### config.mk
export PLATFORM = sky130hd
export DESIGN_NAME = regnet_sequencer_flat
export DESIGN_NICKNAME = d
export VERILOG_FILES = /design/src/rtl/regnet_sequencer_if.sv /design/src/rtl/regnet_sequencer.sv /design/src/flat_wrapper.sv
export SDC_FILE = /design/constraint.sdc
export NUM_CORES = 1
export LEC_CHECK = 0
export BUFFER_PORTS_ARGS = -buffer_cell sky130_fd_sc_hd__buf_2
export CAP_MARGIN = 20
export CELL_PAD_IN_SITES_DETAIL_PLACEMENT = 0
export CELL_PAD_IN_SITES_GLOBAL_PLACEMENT = 1
export CORE_ASPECT_RATIO = 1.4
export CORE_MARGIN = 2
export CORE_UTILIZATION = 50
export DETAILED_ROUTE_END_ITERATION = 16
export PLACE_DENSITY = 0.76
export SETUP_SLACK_MARGIN = 0.15
export SYNTH_ARGS = -nofsm -noshare
export SYNTH_HDL_FRONTEND = slang
export SYNTH_SLANG_ARGS = --single-unit
### constraint.sdc
create_clock -name clock -period 3.7 [get_ports clock]
set_clock_uncertainty 0.15 [all_clocks]
set_input_delay 0.555 -clock clock [delete_from_list [all_inputs] [get_ports clock]]
set_output_delay 0.555 -clock clock [all_outputs]
set_load 0.05 [all_outputs]
### src/rtl/regnet_sequencer_if.sv
// Bundles the host-side load/start/result port and the regnet-side chunk/label
// port of regnet_sequencer into one interface.
interface regnet_sequencer_if #(
  parameter int NUM_PIXELS  = 10,
  parameter int INPUT_SIZE  = 1,
  parameter int NUM_CLASSES = 10,
  parameter int PIXEL_W     = 16,
  parameter int COUNT_WIDTH = 16
);
  localparam int ADDR_W  = (NUM_PIXELS > 1) ? $clog2(NUM_PIXELS) : 1;
  localparam int LABEL_W = (NUM_CLASSES > 1) ? $clog2(NUM_CLASSES) : 1;

  logic                                load_valid;
  logic [ADDR_W-1:0]                   load_address;
  logic signed [PIXEL_W-1:0]           load_pixel;
  logic                                load_ready;
  logic                                start;
  logic                                busy;
  logic                                image_ready;
  logic [INPUT_SIZE-1:0][PIXEL_W-1:0]  pixels;
  logic                                label_ready;
  logic [LABEL_W-1:0]                  label;
  logic                                result_valid;
  logic [LABEL_W-1:0]                  result_label;
  logic                                result_error;
  logic [COUNT_WIDTH-1:0]              result_cycles;
  logic                                result_ack;

  modport master (
    output load_valid, load_address, load_pixel, start, label_ready, label, result_ack,
    input  load_ready, busy, image_ready, pixels, result_valid, result_label,
           result_error, result_cycles
  );

  modport slave (
    input  load_valid, load_address, load_pixel, start, label_ready, label, result_ack,
    output load_ready, busy, image_ready, pixels, result_valid, result_label,
           result_error, result_cycles
  );
endinterface

### src/rtl/regnet_sequencer.sv
// Inference controller for regnet: buffers one image, streams it in chunks,
// waits for the label under a watchdog and holds the result until acknowledged.
//
//   state     | meaning
//   ----------+--------------------------------------------------------------
//   ST_IDLE   | buffer writable, waiting for start
//   ST_STREAM | one chunk per cycle on pixels with image_ready high
//   ST_WAIT   | waiting for label_ready, watchdog counting down
//   ST_DONE   | result held until result_ack
module regnet_sequencer #(
  parameter int NUM_PIXELS     = 10,
  parameter int INPUT_SIZE     = 1,
  parameter int NUM_CLASSES    = 10,
  parameter int TIMEOUT_CYCLES = 1024,
  parameter int COUNT_WIDTH    = 16,
  parameter int INTEGER_WIDTH  = 8,
  parameter int FRACTION_WIDTH = 8
) (
  input logic               clock,
  input logic               reset,
  regnet_sequencer_if.slave bus
);
  localparam int PIXEL_W    = INTEGER_WIDTH + FRACTION_WIDTH;
  localparam int ADDR_W     = (NUM_PIXELS > 1) ? $clog2(NUM_PIXELS) : 1;
  localparam int NUM_CHUNKS = (NUM_PIXELS + INPUT_SIZE - 1) / INPUT_SIZE;
  localparam int CHUNK_W    = (NUM_CHUNKS > 1) ? $clog2(NUM_CHUNKS) : 1;
  localparam int WD_W       = (TIMEOUT_CYCLES > 1) ? $clog2(TIMEOUT_CYCLES) : 1;

  localparam logic [ADDR_W:0]    PIX_LIMIT  = (ADDR_W+1)'(NUM_PIXELS);
  localparam logic [CHUNK_W-1:0] LAST_CHUNK = CHUNK_W'(NUM_CHUNKS - 1);
  localparam logic [WD_W-1:0]    WD_LOAD    = WD_W'(TIMEOUT_CYCLES - 1);

  typedef enum logic [1:0] {ST_IDLE, ST_STREAM, ST_WAIT, ST_DONE} state_t;

  state_t                             state;
  logic [PIXEL_W-1:0]                 pix_buf [NUM_PIXELS];
  logic [CHUNK_W-1:0]                 chunk_idx;
  logic [CHUNK_W-1:0]                 load_chunk;
  logic [WD_W-1:0]                    wd_cnt;
  logic                               write_en;
  logic [INPUT_SIZE-1:0][PIXEL_W-1:0] chunk_data;
  logic [COUNT_WIDTH-1:0]             cycles_next;
  int                                 lane_pos;
  logic [ADDR_W-1:0]                  pix_idx;

  assign write_en    = (state == ST_IDLE) && bus.load_valid &&
                       ({1'b0, bus.load_address} < PIX_LIMIT);
  assign load_chunk  = (state == ST_STREAM) ? chunk_idx + 1'b1 : '0;
  assign cycles_next = (&bus.result_cycles) ? bus.result_cycles
                                            : bus.result_cycles + 1'b1;

  // Buffer is deliberately left out of reset so an image survives a reset.
  always_ff @(posedge clock) begin
    if (write_en) pix_buf[bus.load_address] <= bus.load_pixel;
  end

  // Chunk for the next edge; a same-cycle write is forwarded so it streams.
  always_comb begin
    chunk_data = '0;
    lane_pos   = 0;
    pix_idx    = '0;
    for (int i = 0; i < INPUT_SIZE; i++) begin
      lane_pos = int'(load_chunk) * INPUT_SIZE + i;
      pix_idx  = ADDR_W'(lane_pos);
      if (lane_pos < NUM_PIXELS) begin
        if (write_en && (bus.load_address == pix_idx))
          chunk_data[i] = bus.load_pixel;
        else
          chunk_data[i] = pix_buf[pix_idx];
      end
    end
  end

  always_ff @(posedge clock or negedge reset) begin
    if (!reset) begin
      state             <= ST_IDLE;
      chunk_idx         <= '0;
      wd_cnt            <= '0;
      bus.load_ready    <= 1'b1;
      bus.busy          <= 1'b0;
      bus.image_ready   <= 1'b0;
      bus.pixels        <= '0;
      bus.result_valid  <= 1'b0;
      bus.result_label  <= '0;
      bus.result_error  <= 1'b0;
      bus.result_cycles <= '0;
    end else begin
      case (state)
        ST_IDLE: begin
          if (bus.start) begin
            state             <= ST_STREAM;
            chunk_idx         <= '0;
            bus.load_ready    <= 1'b0;
            bus.busy          <= 1'b1;
            bus.image_ready   <= 1'b1;
            bus.pixels        <= chunk_data;
            bus.result_cycles <= '0;
          end
        end
        ST_STREAM: begin
          bus.result_cycles <= cycles_next;
          if (chunk_idx == LAST_CHUNK) begin
            state           <= ST_WAIT;
            wd_cnt          <= WD_LOAD;
            bus.image_ready <= 1'b0;
            bus.pixels      <= '0;
          end else begin
            chunk_idx  <= chunk_idx + 1'b1;
            bus.pixels <= chunk_data;
          end
        end
        ST_WAIT: begin
          bus.result_cycles <= cycles_next;
          // A label on the expiry cycle takes priority over the watchdog.
          if (bus.label_ready) begin
            state            <= ST_DONE;
            bus.busy         <= 1'b0;
            bus.result_valid <= 1'b1;
            bus.result_label <= bus.label;
            bus.result_error <= 1'b0;
          end else if (wd_cnt == '0) begin
            state            <= ST_DONE;
            bus.busy         <= 1'b0;
            bus.result_valid <= 1'b1;
            bus.result_label <= '0;
            bus.result_error <= 1'b1;
          end else begin
            wd_cnt <= wd_cnt - 1'b1;
          end
        end
        ST_DONE: begin
          if (bus.result_ack) begin
            state            <= ST_IDLE;
            bus.result_valid <= 1'b0;
            bus.load_ready   <= 1'b1;
          end
        end
        default: state <= ST_IDLE;
      endcase
    end
  end
endmodule

### src/flat_wrapper.sv
// flat-port wrapper written by rule: the top's interface ports become plain ports
module regnet_sequencer_flat 
#(
  parameter int NUM_PIXELS     = 10,
  parameter int INPUT_SIZE     = 1,
  parameter int NUM_CLASSES    = 10,
  parameter int TIMEOUT_CYCLES = 1024,
  parameter int COUNT_WIDTH    = 16,
  parameter int INTEGER_WIDTH  = 8,
  parameter int FRACTION_WIDTH = 8
)
  (clock, reset, bus_load_valid, bus_load_address, bus_load_pixel, bus_start, bus_label_ready, bus_label, bus_result_ack, bus_load_ready, bus_busy, bus_image_ready, bus_pixels, bus_result_valid, bus_result_label, bus_result_error, bus_result_cycles);
  regnet_sequencer_if #(.INPUT_SIZE(INPUT_SIZE), .NUM_PIXELS(NUM_PIXELS), .NUM_CLASSES(NUM_CLASSES), .COUNT_WIDTH(COUNT_WIDTH)) bus_i ();
  input logic clock;
  input logic reset;
  input wire logic [$bits(bus_i.load_valid)-1:0] bus_load_valid;
  input wire logic [$bits(bus_i.load_address)-1:0] bus_load_address;
  input wire logic [$bits(bus_i.load_pixel)-1:0] bus_load_pixel;
  input wire logic [$bits(bus_i.start)-1:0] bus_start;
  input wire logic [$bits(bus_i.label_ready)-1:0] bus_label_ready;
  input wire logic [$bits(bus_i.label)-1:0] bus_label;
  input wire logic [$bits(bus_i.result_ack)-1:0] bus_result_ack;
  output wire logic [$bits(bus_i.load_ready)-1:0] bus_load_ready;
  output wire logic [$bits(bus_i.busy)-1:0] bus_busy;
  output wire logic [$bits(bus_i.image_ready)-1:0] bus_image_ready;
  output wire logic [$bits(bus_i.pixels)-1:0] bus_pixels;
  output wire logic [$bits(bus_i.result_valid)-1:0] bus_result_valid;
  output wire logic [$bits(bus_i.result_label)-1:0] bus_result_label;
  output wire logic [$bits(bus_i.result_error)-1:0] bus_result_error;
  output wire logic [$bits(bus_i.result_cycles)-1:0] bus_result_cycles;
  assign bus_i.load_valid = bus_load_valid;
  assign bus_i.load_address = bus_load_address;
  assign bus_i.load_pixel = bus_load_pixel;
  assign bus_i.start = bus_start;
  assign bus_i.label_ready = bus_label_ready;
  assign bus_i.label = bus_label;
  assign bus_i.result_ack = bus_result_ack;
  assign bus_load_ready = bus_i.load_ready;
  assign bus_busy = bus_i.busy;
  assign bus_image_ready = bus_i.image_ready;
  assign bus_pixels = bus_i.pixels;
  assign bus_result_valid = bus_i.result_valid;
  assign bus_result_label = bus_i.result_label;
  assign bus_result_error = bus_i.result_error;
  assign bus_result_cycles = bus_i.result_cycles;
  regnet_sequencer #(.NUM_PIXELS(NUM_PIXELS), .INPUT_SIZE(INPUT_SIZE), .NUM_CLASSES(NUM_CLASSES), .TIMEOUT_CYCLES(TIMEOUT_CYCLES), .COUNT_WIDTH(COUNT_WIDTH), .INTEGER_WIDTH(INTEGER_WIDTH), .FRACTION_WIDTH(FRACTION_WIDTH)) u_core (.clock(clock), .reset(reset), .bus(bus_i));
endmodule
==> metrics.md, run 1 <==
| Metric | Value |
|---|---|
| Remaining max-slew budget at the tightest pin | `a little over a quarter` |
| CTS Buffer Depth | `3` |
| Unrepaired setup endpoints after global routing | `false` |
| Count of flip-flops with a built-in enable after synthesis | `160` |
| Critical path class | `reg2reg` |
| Cts bufs inserted | `21` |
| Switching power | `~2700 µW` |
| Gate count after technology mapping | `650` |
| Nets | `778` |
| Area growth syn-to-layout | `15.4%` |
| Number of buffers added for setup after CTS | `0` |
| CTS tree | `yes` |
| Insertion delay to the later sink of the worst-skew pair | `~500 ps` |
| Async S/R FF share, synth | `between 20% and 30%` |
| Net count after synthesis | `roughly 690` |
| Detailed Route Iter0 Violations | `approximately 490` |
| Primary FF master, synth | `sky130_fd_sc_hd__edfxtp_1` |
| Final weighted congestion in routability-driven placement | `0.837` |
| CP bufs+invs | `2` |
| Fillcell total | `between 1k and 1.5k` |
| Worst path slowest cell | `sky130_fd_sc_hd__nor4b_4` |
| XOR/XNOR Fraction of Synth Area | `between 1 and 1.5%` |
| Clock sink total | `217` |
| Dominant combinational cell family by area after synthesis | `compound AO/OA/AOI/OAI gates` |
| Fraction of layout instances using a drive strength above 1 | `a little under a quarter` |
| Mapped Area | `about 0.0092 mm²` |
| Maximum number of pins on one net before global-route repair | `35` |
| Final-report hold violation count | `0` |
| Antenna violations before repair | `0` |
| Clock transition at the registers of the reported paths | `70 ps` |
| Flop2flop setup slack | `between 300 and 400 ps` |
| Maximum clock rate | `301 MHz` |
| Via-to-Cell Ratio | `roughly 6` |
| Distinct cell type count of the synthesized netlist | `between 60 and 70` |
| Setup TNS | `0 ps` |
| Path category of the worst min-delay check | `in2reg` |
| Worst hold margin | `~180 ps` |
| Die extent in y | `approximately 160 µm` |
| Total I/O pin count | `71` |
| Adder-cell share of the synthesized area | `between 1 and 1.5%` |
| Final ANT Viol Nets | `0` |
| Site row count | `58` |
| Root Driver | `sky130_fd_sc_hd__clkbuf_16` |
| Width of the die | `between 100 and 150 µm` |
| Sequential fraction of the synthesis area | `around two thirds` |
| CP top delay family | `simple AND/OR/NAND/NOR gates` |
| DR WL/cell | `roughly 21 µm` |
| Synth Area per Inst | `14.2 µm²` |
| Simple-gate area share of the yosys netlist | `approximately 8.1%` |
| Ant diodes | `0` |
| Biggest fanout along the worst timing path | `16` |
| Yosys warning count | `0` |
| Fraction of power spent switching nets | `about 36%` |
| Drt first pass iters | `5` |
| Final standard cell count with taps included and fillers excluded | `993` |
| Total overflow reported by the global router | `0` |
| Max-cap viol count | `0` |
| PortBufs | `70` |
| Outcome | `complete, no violations` |
| DP Cell Count | `roughly 960` |
| Floorplan die area | `a little under 0.02 mm²` |
| Data arrival, critical path | `3600 ps` |
| Final-report setup violation count | `0` |
| Number of pins with negative max-slew slack in the final report | `0` |
| Number of H-tree levels | `1` |
| Area fraction in compound gates after synthesis | `between 10% and 20%` |
| Required time of the worst setup path | `approximately 4000 ps` |
| Core box area | `0.0180 mm²` |
| # resized after CTS | `0` |
| Drt total wl | `21300 µm` |
| Int Pwr | `roughly 4900 µW` |
| Crit. End Element | `flop` |
| Multiplexer area fraction after synthesis | `roughly 6.9%` |
| Final Critical Period | `around 3300 ps` |
| Post-layout power | `around 7500 µW` |
| Combinational share of power | `32.7%` |
| Via count | `around 5.9k` |
| Register bit total from synthesis | `217` |
| Wire length of the first global-routing pass | `between 30000 and 40000 µm` |
| Chain of cells forming the critical path | `inv_1, ha_1, buf_4, nor2b_1, mux2i_4, xnor2_2, nor4b_4, a22o_1, a21o_1` |
| Aggregate global-route resource usage | `between 20% and 30%` |
| Initial core utilization | `51.2%` |
| Total leakage power | `just under 0.004 µW` |
| Category of the worst setup path launch point | `flop` |
| Clock Power Share | `between 20 and 30%` |
| Total power density per cell area | `a little over 700 mW/mm²` |
| Power share of the sequential group | `39.8%` |
| DR DRC count | `0` |
| Number of global-route vias before repair | `about 6.2k` |
| Crit share post-route | `between 80 and 90%` |
| Highest ir drop seen on vdd | `between 0.4 and 0.5 mV` |
| Worst stage delay on the critical path | `a little over 900 ps` |
| Detailed placement HPWL | `between 10000 and 15000 µm` |
| Transition time at the pin with the least slew margin | `1100 ps` |
cells in the final DEF (no fill, tap or decap), drive strengths merged, types with 8 or more instances in the layout:
master / Yosys / final
a211o: 13 / 13
a21oi: 58 / 58
a221o: 14 / 14
buf: 19 / 97
clkbuf: 13 / 30
dfrtp: 56 / 56
edfxtp: 160 / 160
ha: 9 / 9
inv: 13 / 13
mux2: 16 / 16
mux2i: 8 / 8
mux4: 16 / 16
nand2: 61 / 61
nand3: 11 / 11
nor2: 33 / 33
nor3: 10 / 10
o21ai: 21 / 21
o22ai: 27 / 27
xnor2: 8 / 8
routing by layer:
layer,wire length (µm),vias up,global-route usage (%)
li1,-,2695,-
met5,0,-,0
met2,11000,219,40.8
met4,643,0,8.66
met3,1170,51,2.94
met1,8470,2940,27.5
cell type report:
type | instances | area, µm² | share of cell area [%]
clock inverter | 7 | 61.3 | 0.577
inverter | 13 | 48.8 | 0.459
sequential | 217 | 6230 | 58.6
tap | 240 | 300 | 2.82
timing repair buffer | 98 | 563 | 5.30
multi-input combinational | 388 | 2830 | 26.6
clock buffer | 30 | 599 | 5.64
power by group through the flow:
stage | registers [µW] | logic [µW] | clock network, µW
2_1_floorplan | 3500 | 1320 | 0
3_3_place_gp | 3030 | 2410 | 0
3_5_place_dp | 3040 | 2470 | 0
4_1_cts | 3000 | 2480 | 2110
5_1_grt | 3020 | 2660 | 2210
6_report | 3000 | 2470 | 2070
flip-flops by register name (all words and copies together) (netlist names):
signal / flops
u_core.bus.result_label: 4
u_core.wd_cnt: 10
u_core.pix_buf: 160
u_core.bus.result_cycles: 16
u_core.bus.pixels: 16
u_core.bus.image_ready: 1
u_core.bus.load_ready: 1
u_core.state: 2
u_core.bus.busy: 1
u_core.bus.result_valid: 1
u_core.bus.result_error: 1
u_core.chunk_idx: 4
Yosys cell counts (4+ instances only):
master                     instances  area (µm²)
sky130_fd_sc_hd__a21oi_1          57         285
sky130_fd_sc_hd__o21ai_0          21         105
sky130_fd_sc_hd__and3_1            4        25.0
sky130_fd_sc_hd__nor3_1           10        50.1
sky130_fd_sc_hd__mux2i_1           7        70.1
sky130_fd_sc_hd__a32o_1            4        40.0
sky130_fd_sc_hd__dfrtp_1          56        1400
sky130_fd_sc_hd__nand2_1          60         225
sky130_fd_sc_hd__xor2_1            6        52.6
sky130_fd_sc_hd__mux4_2           16         360
sky130_fd_sc_hd__nand3_1          11        55.1
sky130_fd_sc_hd__nand2b_1          6        37.5
sky130_fd_sc_hd__nand4_1           4        25.0
sky130_fd_sc_hd__inv_1            12        45.0
sky130_fd_sc_hd__a221o_1          14         140
sky130_fd_sc_hd__a21o_1            4        30.0
sky130_fd_sc_hd__mux2_2           16         180
sky130_fd_sc_hd__ha_1              9         113
sky130_fd_sc_hd__buf_1             7        26.3
sky130_fd_sc_hd__edfxtp_1        160        4800
sky130_fd_sc_hd__nor2_1           33         124
sky130_fd_sc_hd__a211o_1          13         114
sky130_fd_sc_hd__xnor2_1           7        61.3
sky130_fd_sc_hd__o221ai_1          5        43.8
sky130_fd_sc_hd__o22ai_1          27         169
sky130_fd_sc_hd__a31oi_1           5        31.3
sky130_fd_sc_hd__buf_2            10        50.1
sky130_fd_sc_hd__clkbuf_1         13        48.8
sky130_fd_sc_hd__or3_1             4        25.0
path summary, 6_finish.rpt:
kind | startpoint | endpoint | cells past startpoint
setup / recovery | u_core.state[1] | u_core.bus.pixels[13] | 9
hold / removal | bus_label[2] | u_core.bus.result_label[2] | 2
setup reg to reg | u_core.state[1] | u_core.bus.pixels[13] | 9
hold reg to reg | u_core.bus.result_label[2] | u_core.bus.result_label[2] | 1
max in group asynchronous | reset | u_core.bus.result_label[2] | 3
min in group asynchronous | reset | u_core.bus.result_cycles[1] | 2
stage by stage:
step	setup WS (ps)	area, µm²	util, %
floorplan	514	9210	-
detailed placement	469	9960	55.3
finish	378	10600	59.1
global placement	618	9960	55.3
global route	235	10600	59.1
CTS	435	10600	59.1
logic make-up after synthesis:
group                    after synthesis
AO/OA/AOI/OAI                        172
XOR/XNOR                              14
multiplexers                          40
AND/OR/NAND/NOR                      153
flip-flops                           217
adder cells (fa/ha/maj)                9
buffers and inverters                 45
repair_timing:
action	4_1_cts	5_1_grt
endpoints found under the hold margin	23	0
hold buffers	1	0
endpoints found under the setup margin	0	0
Note: power is estimated with default switching activity, not from simulation.
==> inputs of run 2 (changes only) <==
--- a/config.mk
+++ b/config.mk
@@ -5,15 +5,16 @@
 export SDC_FILE = /design/constraint.sdc
 export NUM_CORES = 1
 export LEC_CHECK = 0
+export ABC_AREA = 1
 export BUFFER_PORTS_ARGS = -buffer_cell sky130_fd_sc_hd__buf_2
 export CAP_MARGIN = 20
 export CELL_PAD_IN_SITES_DETAIL_PLACEMENT = 0
 export CELL_PAD_IN_SITES_GLOBAL_PLACEMENT = 1
 export CORE_ASPECT_RATIO = 1.4
 export CORE_MARGIN = 2
-export CORE_UTILIZATION = 50
+export CORE_UTILIZATION = 45
 export DETAILED_ROUTE_END_ITERATION = 16
-export PLACE_DENSITY = 0.76
+export PLACE_DENSITY = 0.82
 export SETUP_SLACK_MARGIN = 0.15
 export SYNTH_ARGS = -nofsm -noshare
 export SYNTH_HDL_FRONTEND = slang
==> metrics.md, run 2 <==
| Metric | Value |
|---|---|
| Fraction of power spent switching nets | `roughly two fifths` |
| Nets | `about 1.1k` |
| Max-cap viol count | `0` |
| Flip-flop count of the largest register after layout | `160` |
| Transition time at the pin with the least slew margin | `between 700 and 800 ps` |
| Most common library cell in the layout ignoring fill and taps | `sky130_fd_sc_hd__nand2_1` |
| Highest ir drop seen on vdd | `approximately 0.56 mV` |
| CTS Buffer Depth | `3` |
| Drt total wl | `around 26000 µm` |
| Insertion delay to the later sink of the worst-skew pair | `approximately 500 ps` |
| DR DRC count | `0` |
| Cell type with the largest total area after synthesis | `sky130_fd_sc_hd__edfxtp_1` |
| Fillcell total | `1877` |
| Root Driver | `sky130_fd_sc_hd__clkbuf_16` |
| Mapped Area | `roughly 0.0098 mm²` |
| Register with the most flip-flops | `u_core.pix_buf` |
| Site row count | `63` |
| Unrepaired setup endpoints after global routing | `false` |
| Int Pwr | `5140 µW` |
| Highest-count cells in the layout ignoring fill and taps | `242 x sky130_fd_sc_hd__nand2_1, 192 x sky130_fd_sc_hd__nand3_1, 160 x sky130_fd_sc_hd__edfxtp_1` |
| Number of pins with negative max-slew slack in the final report | `0` |
| Via count | `7178` |
| Ant diodes | `0` |
| Biggest fanout along the worst timing path | `35` |
| Regs by FF count | `u_core.pix_buf: 160 flops, u_core.bus.pixels: 16 flops, u_core.bus.result_cycles: 16 flops` |
| Clock Power Share | `a little over a quarter` |
| Post-Layout Inst Area | `0.0111 mm²` |
| Aggregate global-route resource usage | `~23%` |
| Net count after synthesis | `between 900 and 1k` |
| Worst stage delay on the critical path | `460 ps` |
| Number of buffers added for setup after CTS | `0` |
| Final weighted congestion in routability-driven placement | `around 0.85` |
| CTS tree | `yes` |
| Width of the die | `between 100 and 150 µm` |
| Core box area | `~0.021 mm²` |
| Yosys warning count | `0` |
| Fraction of layout instances using a drive strength above 1 | `approximately 14%` |
| Count of flip-flops with a built-in enable after synthesis | `160` |
| Clock transition at the registers of the reported paths | `approximately 60 ps` |
| Remaining max-slew budget at the tightest pin | `between 40% and 50%` |
| Outcome | `finished with violations` |
| Worst path slowest cell | `sky130_fd_sc_hd__nor2_4` |
| Failing checks | `hold timing` |
| Maximum clock rate | `between 300 and 400 MHz` |
| Top cells by count, synth | `242 x sky130_fd_sc_hd__nand2_1, 192 x sky130_fd_sc_hd__nand3_1, 160 x sky130_fd_sc_hd__edfxtp_1` |
| Total I/O pin count | `71` |
| Combinational share of power | `about two fifths` |
| Detailed placement HPWL | `approximately 17000 µm` |
| Switching power | `between 3000 and 4000 µW` |
| Wire length of the first global-routing pass | `39800 µm` |
| Antenna violations before repair | `0` |
| Cell types with the largest area share after synthesis | `sky130_fd_sc_hd__edfxtp_1 49%, sky130_fd_sc_hd__dfrtp_1 14%, sky130_fd_sc_hd__nand3_1 9.8%` |
| Crit share post-route | `approximately four fifths` |
| Async S/R FF share, synth | `between 20% and 30%` |
| Data arrival, critical path | `3290 ps` |
| Total power density per cell area | `just under 800 mW/mm²` |
| Placed standard-cell area | `0.0104 mm²` |
| Power share of the sequential group | `around a third` |
| Drt first pass iters | `7` |
| Most numerous cell in the Yosys netlist | `sky130_fd_sc_hd__nand2_1` |
| Sequential fraction of the synthesis area | `between 60% and 70%` |
| Chain of cells forming the critical path | `inv_1, ha_2, inv_4, nor2_8, nand2_1, nand2_1, nand3_1, nor2_4, nand2_4, nand2_1, nand3_1, nand2_1` |
| Required time of the worst setup path | `roughly 4000 ps` |
| Detailed Route Iter0 Violations | `around 550` |
| Cts bufs inserted | `22` |
| Setup TNS | `0 ps` |
| Die extent in y | `~180 µm` |
| Critical path class | `reg2reg` |
| Distinct cell type count of the synthesized netlist | `41` |
| Hold bufs inserted after CTS | `0` |
| Post-synth top area share | `about half` |
| Total overflow reported by the global router | `0` |
| Crit. End Element | `flop` |
| Number of global-route vias before repair | `7132` |
| Final ANT Viol Nets | `0` |
| Most frequent cell on the critical path | `sky130_fd_sc_hd__nand2_1` |
| Gate count after technology mapping | `roughly 950` |
| Register bit total from synthesis | `between 200 and 250` |
| Final Critical Period | `between 2000 and 3000 ps` |
| PortBufs | `70` |
| Primary FF master, synth | `sky130_fd_sc_hd__edfxtp_1` |
| Final-report setup violation count | `0` |
| Category of the worst setup path launch point | `flop` |
| Worst hold margin | `-9.65 ps` |
| Path category of the worst min-delay check | `in2async` |
| Maximum number of pins on one net before global-route repair | `47` |
| Total leakage power | `around 0.0045 µW` |
| Via-to-Cell Ratio | `around 5.5` |
| Number of H-tree levels | `1` |
| # resized after CTS | `0` |
| Floorplan die area | `0.0229 mm²` |
| Final-report hold violation count | `24` |
| Initial core utilization | `46.0%` |
| Area growth syn-to-layout | `13.8%` |
| Synth Area per Inst | `10.3 µm²` |
| Clock sink total | `around 220` |
| DR WL/cell | `roughly 20 µm` |
run 2: routing by layer:
layer	track usage, %	share of wire [%]
met5	0	0
met1	25.3	36
met4	15.0	7.1
met3	2.91	4.8
met2	41.7	52
run 2: final cells by class:
cell class / count / area (µm²) / share of cell area [%]
Clock buffer: 30 / 622 / 5.60
Clock inverter: 9 / 124 / 1.12
Tap cell: 260 / 325 / 2.93
Sequential cell: 217 / 6230 / 56.1
Inverter: 46 / 175 / 1.58
Timing Repair Buffer: 88 / 485 / 4.37
Multi-Input combinational cell: 644 / 3140 / 28.3
run 2: worst paths after layout:
check	from	end	slack (ps)	cells after the start
worst max-delay path	u_core.state[1]	u_core.bus.pixels[9]	710	12
worst min-delay path	reset	u_core.bus.result_label[3]	-10	1
worst max register to register	u_core.state[1]	u_core.bus.pixels[9]	710	12
worst min register to register	u_core.bus.pixels[7]	u_core.bus.pixels[7]	330	2
max in group asynchronous	reset	u_core.bus.load_ready	2500	2
min in group clock	bus_label[1]	u_core.bus.result_label[1]	120	2
run 2: metrics by stage:
step	setup WS, ps	util (%)	power [µW]	std cells	hold WS, ps
floorplan	480	-	5630	951	109
global placement	755	48.9	6540	1255	318
detailed placement	738	48.9	6570	1255	318
CTS	699	52.4	8860	1294	5.74
global route	475	52.4	9310	1294	60.2
finish	706	52.4	8800	1294	-9.65
run 2: cell families (layout without fill, tap and decap cells):
logic type	Yosys count	count (layout)	share of synthesized area, %
AND/OR/NAND/NOR	561	561	25.9
flip-flops	217	217	63.9
buffers and inverters	90	173	4.21
AO/OA/AOI/OAI	58	58	3.45
XOR/XNOR	16	16	1.44
adder cells (fa/ha/maj)	9	9	1.15
run 2: worst max-delay path: cells and delay by family, from the launching register on:
kind	cells	cell delay, ps
simple gates	9	1770
buf+inv	2	200
fa+ha+maj	1	380
flops	1	410
run 2: power by group through the flow:
stage,Clock (µW),Combinational (µW),Sequential (µW)
after detailed placement,0,3430,3140
after global routing,2410,3770,3130
after CTS,2320,3440,3100
after floorplan,0,2030,3600
after global placement,0,3400,3140
final,2290,3410,3100
